--- src/rtl/pc_seq_unit.sv ---
// Program-counter sequencer for the single-cycle core.
// Holds the PC and computes the next PC. Supports stall hold, a circular
// return-address stack (RAS), exception entry and ERET via EPC.
//
// Ports:
//   clk      - clock, rising edge
//   rst      - synchronous active-high reset
//   pc_wr    - 1 advances the PC; 0 stalls (all state holds)
//   pc_src   - 0 PLUS4, 1 BRANCH, 2 JUMP, 3 JR, 4 RET, 5 ERET, 6/7 act as PLUS4
//   zero     - branch taken when 1
//   br_off   - signed word offset for BRANCH
//   j_imm    - word index for JUMP
//   jr_tgt   - register target for JR
//   link     - with JUMP/JR and pc_wr, push pc+4 onto the RAS
//   exc      - exception request (taken even while stalled)
//   pc       - current PC
//   epc      - PC of the instruction at the last exception
//   ras_cnt  - number of valid RAS entries, 0..RAS_DEPTH
//   ras_ovf  - sticky: push while full
//   ras_unf  - sticky: RET while empty
module pc_seq_unit #(
  parameter int unsigned          ADDR_W    = 32,
  parameter logic [ADDR_W-1:0]    RESET_VEC = ADDR_W'(32'h0000_3000),
  parameter logic [ADDR_W-1:0]    EXC_VEC   = ADDR_W'(32'h0000_4180),
  parameter int unsigned          RAS_DEPTH = 4
) (
  input  logic                         clk,
  input  logic                         rst,
  input  logic                         pc_wr,
  input  logic [2:0]                   pc_src,
  input  logic                         zero,
  input  logic [15:0]                  br_off,
  input  logic [25:0]                  j_imm,
  input  logic [ADDR_W-1:0]            jr_tgt,
  input  logic                         link,
  input  logic                         exc,
  output logic [ADDR_W-1:0]            pc,
  output logic [ADDR_W-1:0]            epc,
  output logic [$clog2(RAS_DEPTH):0]   ras_cnt,
  output logic                         ras_ovf,
  output logic                         ras_unf
);

  localparam int unsigned PtrW = $clog2(RAS_DEPTH);
  localparam int unsigned CntW = PtrW + 1;
  localparam logic [CntW-1:0] CntFull = CntW'(RAS_DEPTH);

  localparam logic [2:0] SrcPlus4  = 3'd0;
  localparam logic [2:0] SrcBranch = 3'd1;
  localparam logic [2:0] SrcJump   = 3'd2;
  localparam logic [2:0] SrcJr     = 3'd3;
  localparam logic [2:0] SrcRet    = 3'd4;
  localparam logic [2:0] SrcEret   = 3'd5;

  logic [ADDR_W-1:0] pc_q, pc_d;
  logic [ADDR_W-1:0] epc_q, epc_d;
  logic [PtrW-1:0]   top_q, top_d;
  logic [CntW-1:0]   cnt_q, cnt_d;
  logic              ovf_q, ovf_d;
  logic              unf_q, unf_d;
  logic              push;

  logic [ADDR_W-1:0] ras_q [RAS_DEPTH];

  logic [ADDR_W-1:0] p4;
  logic [ADDR_W-1:0] br_tgt;
  logic [ADDR_W-1:0] jump_tgt;
  logic [ADDR_W-1:0] jr_word;
  logic              unused_jr_lsb;

  assign p4     = pc_q + ADDR_W'(4);
  assign br_tgt = p4 + {{(ADDR_W-18){br_off[15]}}, br_off, 2'b00};
  assign jr_word = {jr_tgt[ADDR_W-1:2], 2'b00};
  assign unused_jr_lsb = ^jr_tgt[1:0];

  // Upper PC bits come from p4; the low 28 bits are replaced by the jump index.
  always_comb begin
    jump_tgt       = p4;
    jump_tgt[27:0] = {j_imm, 2'b00};
  end

  always_comb begin
    pc_d  = pc_q;
    epc_d = epc_q;
    top_d = top_q;
    cnt_d = cnt_q;
    ovf_d = ovf_q;
    unf_d = unf_q;
    push  = 1'b0;
    if (exc) begin
      epc_d = pc_q;
      pc_d  = EXC_VEC;
    end else if (pc_wr) begin
      case (pc_src)
        SrcBranch: pc_d = zero ? br_tgt : p4;
        SrcJump: begin
          pc_d = jump_tgt;
          push = link;
        end
        SrcJr: begin
          pc_d = jr_word;
          push = link;
        end
        SrcRet: begin
          if (cnt_q != '0) begin
            pc_d  = ras_q[top_q];
            top_d = top_q - PtrW'(1);
            cnt_d = cnt_q - CntW'(1);
          end else begin
            pc_d  = p4;
            unf_d = 1'b1;
          end
        end
        SrcEret: pc_d = epc_q;
        default: pc_d = p4;
      endcase
      // Top pointer wraps, so a push when full overwrites the oldest entry.
      if (push) begin
        top_d = top_q + PtrW'(1);
        if (cnt_q == CntFull) begin
          ovf_d = 1'b1;
        end else begin
          cnt_d = cnt_q + CntW'(1);
        end
      end
    end
  end

  always_ff @(posedge clk) begin
    if (rst) begin
      pc_q  <= RESET_VEC;
      epc_q <= '0;
      top_q <= '0;
      cnt_q <= '0;
      ovf_q <= 1'b0;
      unf_q <= 1'b0;
    end else begin
      pc_q  <= pc_d;
      epc_q <= epc_d;
      top_q <= top_d;
      cnt_q <= cnt_d;
      ovf_q <= ovf_d;
      unf_q <= unf_d;
    end
  end

  // Entry storage needs no reset; ras_cnt gates every read.
  always_ff @(posedge clk) begin
    if (!rst && push) begin
      ras_q[top_d] <= p4;
    end
  end

  assign pc      = pc_q;
  assign epc     = epc_q;
  assign ras_cnt = cnt_q;
  assign ras_ovf = ovf_q;
  assign ras_unf = unf_q;

endmodule
--- config.mk ---
export PLATFORM = sky130hd
export DESIGN_NAME = pc_seq_unit
export DESIGN_NICKNAME = d
export VERILOG_FILES = /design/src/rtl/pc_seq_unit.sv
export SDC_FILE = /design/constraint.sdc
export NUM_CORES = 1
export LEC_CHECK = 0
export BUFFER_PORTS_ARGS = -buffer_cell sky130_fd_sc_hd__buf_2
export CAP_MARGIN = 20
export CELL_PAD_IN_SITES_DETAIL_PLACEMENT = 1
export CELL_PAD_IN_SITES_GLOBAL_PLACEMENT = 2
export CORE_MARGIN = 2
export CORE_UTILIZATION = 38
export CTS_CLUSTER_DIAMETER = 60
export DETAILED_ROUTE_END_ITERATION = 7
export PLACE_DENSITY_LB_ADDON = 0.1
export SLEW_MARGIN = 40
export SYNTH_ARGS = -nofsm -noshare
export SYNTH_HDL_FRONTEND = slang
export SYNTH_SLANG_ARGS = --single-unit
--- constraint.sdc ---
create_clock -name clk -period 6.8 [get_ports clk]
set_clock_uncertainty 0.15 [all_clocks]
set_input_delay 1.02 -clock clk [delete_from_list [all_inputs] [get_ports clk]]
set_output_delay 1.02 -clock clk [all_outputs]
set_load 0.05 [all_outputs]
==> run_summary.xml <==
<?xml version="1.0" encoding="UTF-8"?>
<metrics>
  <group name="logic_synthesis">
    <metric name="yosys.cell_count.top_type" unit="">edfxtp_1</metric>
    <metric name="synth.top_cells.by_area" unit="">edfxtp_1, dfxtp_1, mux4_2</metric>
    <metric name="synth_flop_cell" unit="">edfxtp_1</metric>
    <metric name="syn-mean-instance-area" unit="um^2">11.2</metric>
    <metric name="syn_inst" unit="">953</metric>
    <metric name="synth.lib_cells_used.distinct" unit="">65</metric>
    <metric name="combined_area_of_all_synthesized_cells" unit="um^2">10600</metric>
    <metric name="synth_async_sr_flop_share" unit="%">0</metric>
    <metric name="yosysSeqAreaShare" unit="%">49.5</metric>
    <metric name="synth-edff-count" unit="">128</metric>
    <metric name="yosysTopAreaCell" unit="">edfxtp_1</metric>
    <metric name="synth.top_cells.by_count" unit="">edfxtp_1, nor2_1, dfxtp_1, nand2_1, o21ai_0</metric>
    <metric name="yosys.area.top_type_share" unit="%">36.2</metric>
    <metric name="synthesis.nets" unit="">1073</metric>
    <metric name="synth-seq-cells" unit="">199</metric>
    <metric name="count_of_warnings_emitted_by_yosys" unit="">0</metric>
  </group>
  <group name="drt">
    <metric name="finalWirelength" unit="um">34700</metric>
    <metric name="post_drt_via_cell_ratio" unit="">5.70</metric>
    <metric name="avgRoutedWirePerCell" unit="um">23.6</metric>
    <metric name="drc" unit="">0</metric>
    <metric name="antenna_violating_nets_remaining" unit="">0</metric>
    <metric name="routed-via-count" unit="">8388</metric>
    <metric name="drt_first_iter_violations" unit="">530</metric>
    <metric name="drt-pass1-iter-count" unit="">5</metric>
  </group>
  <group name="timing">
    <metric name="setup_violations" unit="">0</metric>
    <metric name="final_min_period_over_clock_period" unit="%">74.9</metric>
    <metric name="timing_worst_slew_pin_value" unit="ns">0.873</metric>
    <metric name="rsz0062_at_grt" unit="">no</metric>
    <metric name="final_period_minus_worst_setup_slack" unit="ns">5.09</metric>
    <metric name="final_max_slew_viol_count" unit="">0</metric>
    <metric name="max-slew-margin-rel" unit="%">41.6</metric>
    <metric name="timing.setup.tns" unit="ns">0</metric>
    <metric name="clock.fmax" unit="MHz">196</metric>
    <metric name="final_hold_viol_count" unit="">0</metric>
  </group>
  <group name="global_route">
    <metric name="grt_antenna_before_repair" unit="">0</metric>
    <metric name="globalRouteTotalUtil" unit="%">24.3</metric>
    <metric name="grt_max_degree" unit="">58</metric>
    <metric name="grt_overflow_total" unit="">0</metric>
    <metric name="grt_pass1_wl" unit="um">52600</metric>
    <metric name="first_global_vias" unit="">8549</metric>
  </group>
  <group name="run_status">
    <metric name="outcome" unit="">complete, no violations</metric>
  </group>
  <group name="flow_run">
    <metric name="max_cap_viols" unit="">0</metric>
  </group>
  <group name="place">
    <metric name="dp.cells" unit="">1438</metric>
    <metric name="global_placer_s_final_weighted_congestion" unit="">0.834</metric>
    <metric name="hpwlAfterDp" unit="um">23500</metric>
    <metric name="numPortBuffers" unit="">149</metric>
  </group>
  <group name="die">
    <metric name="design.portCount" unit="">152</metric>
    <metric name="initial_utilization" unit="%">38.5</metric>
    <metric name="floorplan.die.width" unit="um">171</metric>
    <metric name="core_area" unit="um^2">27600</metric>
    <metric name="std_cell_rows" unit="">61</metric>
    <metric name="die_area" unit="um^2">29300</metric>
    <metric name="die_y" unit="um">171</metric>
  </group>
  <group name="cells_and_area">
    <metric name="layout.cells.non_filler" unit="">1471</metric>
    <metric name="layout-drive-gt1-share" unit="%">23.2</metric>
    <metric name="n_antenna_cell" unit="">0</metric>
    <metric name="finalCoreUtilization" unit="%">44.7</metric>
    <metric name="finish.net_count" unit="">1200</metric>
    <metric name="layout-area-overhead-vs-synth" unit="%">16.3</metric>
  </group>
  <group name="clocking">
    <metric name="cts-resized-gates" unit="">0</metric>
    <metric name="tritoncts_num_sinks" unit="">199</metric>
    <metric name="ctsLongestPathBuffers" unit="">2</metric>
    <metric name="clkSlewWorstSetupHoldPaths" unit="ns">0.08</metric>
    <metric name="post-cts-setup-buffer-count" unit="">0</metric>
    <metric name="cts-buffers-inserted" unit="">17</metric>
    <metric name="clock-root-buffer" unit="">clkbuf_16</metric>
    <metric name="htree_levels" unit="">4</metric>
    <metric name="clock_tree_from_tritoncts" unit="">built</metric>
    <metric name="clock_insertion_delay_worst_skew" unit="ns">0.45</metric>
    <metric name="postCtsHoldBufs" unit="">0</metric>
  </group>
  <group name="critical_path">
    <metric name="critical_path.startpoint" unit="">pc[2]</metric>
    <metric name="crit_path_max_fanout" unit="">8</metric>
    <metric name="start_of_the_worst_register_to_register_path" unit="">pc[2]</metric>
    <metric name="crit_required" unit="ns">7.00</metric>
    <metric name="regToRegEndpoint" unit="">pc[31]</metric>
    <metric name="worst_setup_path_end_kind" unit="">flop</metric>
    <metric name="regToRegSetupSlack" unit="ns">1.71</metric>
    <metric name="worst_ep_arrival_time" unit="ns">5.30</metric>
    <metric name="worst-setup-path-type" unit="">reg -&gt; reg</metric>
    <metric name="worstRegToRegCells" unit="">18</metric>
    <metric name="cp-start-kind" unit="">flop</metric>
    <metric name="timing.critical_path.to" unit="">pc[31]</metric>
  </group>
  <group name="pwr">
    <metric name="pwr_density_cell" unit="nW/um^2">220</metric>
    <metric name="leakage" unit="uW">0.00485</metric>
    <metric name="vdd.ir_drop.worst" unit="mV">0.187</metric>
  </group>
  <group name="min_path">
    <metric name="hold_class" unit="">reg -&gt; reg</metric>
  </group>
</metrics>
==> cell type report <==
type	instances	area, um^2
clock buffers	19	443
inverters	16	60.1
flip-flops and latches	199	5270
well taps	378	473
repair buffers	169	903
fillers	3071	15300
clock inverters	13	123
multi-input cells	677	5090
==> routing by layer <==
layer | track usage, % | routed length (um)
met1 | 32.2 | 15700
met2 | 42.4 | 17200
met3 | 4.10 | 1570
met4 | 4.42 | 227
met5 | 0 | 0
==> placed cells by master (no fill, tap or decap), drive strengths merged, types with 25 or more instances in the layout <==
cell type    n
a21oi       56
nand3       25
edfxtp     128
buf        169
dfxtp       71
o21ai       63
xnor2       38
mux4        32
mux2i       49
ha          36
nand2       67
nor2        99
==> stage by stage <==
| stage | setup WS [ns] | power [uW] | instance area [um^2] | hold WS, ns |
|---|---|---|---|---|
| after floorplan | 1.74 | 1610 | 10600 | 0.370 |
| after global placement | 1.86 | 1750 | 11800 | 0.304 |
| after detailed placement | 1.73 | 1750 | 11800 | 0.319 |
| after CTS | 1.70 | 2740 | 12300 | 0.338 |
| after global routing | 1.25 | 2820 | 12400 | 0.350 |
| final | 1.71 | 2720 | 12400 | 0.334 |
==> power breakdown <==
group / total [uW] / leakage, uW / internal, uW / switching (uW)
combinational: 404 / 0.00279 / 140 / 263
sequential: 1320 / 0.00179 / 1290 / 24.1
clock: 993 / 0.000277 / 491 / 501
==> state kept, by name, summed over array words and instances, names as in the netlist, named ones only <==
register and count:
ras_unf 1, ras_cnt 3, top_q 2, ras_q 128, ras_ovf 1, epc 32
pc 30
==> how the worst min path moves through the flow <==
stage / start / end / slack [ns] / cells past startpoint
final: ras_ovf / ras_ovf / 0.33 / 1
after global routing: ras_ovf / ras_ovf / 0.35 / 1
after CTS: ras_ovf / ras_ovf / 0.34 / 1
after detailed placement: ras_ovf / ras_ovf / 0.32 / 1
after global placement: ras_ovf / ras_ovf / 0.30 / 1
after floorplan: flop / ras_q[0][0] / 0.37 / 0
==> cells by family after synthesis <==
group	synth area share (%)
AND/OR/NAND/NOR	10.8
AO/OA/AOI/OAI	15.3
flip-flops	49.5
multiplexers	12.3
buffers and inverters	2.92
XOR/XNOR	4.62
adder cells (fa/ha/maj)	4.43
==> worst max-delay path: stages, from the launching register on <==
cell and delay, ns:
dfxtp_1 0.49, ha_1 0.32, nand4_1 0.25, nor3_1 0.22, buf_4 0.17, nand3_1 0.14, nor2_1 0.45, and4_1 0.27
xor2_1 0.45, ha_1 0.41, a21o_1 0.19, a21o_1 0.18, a21oi_1 0.24, o21ai_0 0.16, nor3_1 0.15, a31oi_1 0.12
xor2_1 0.20, and3_1 0.22, o31ai_1 0.22
Note: power is estimated with default switching activity, not from simulation.
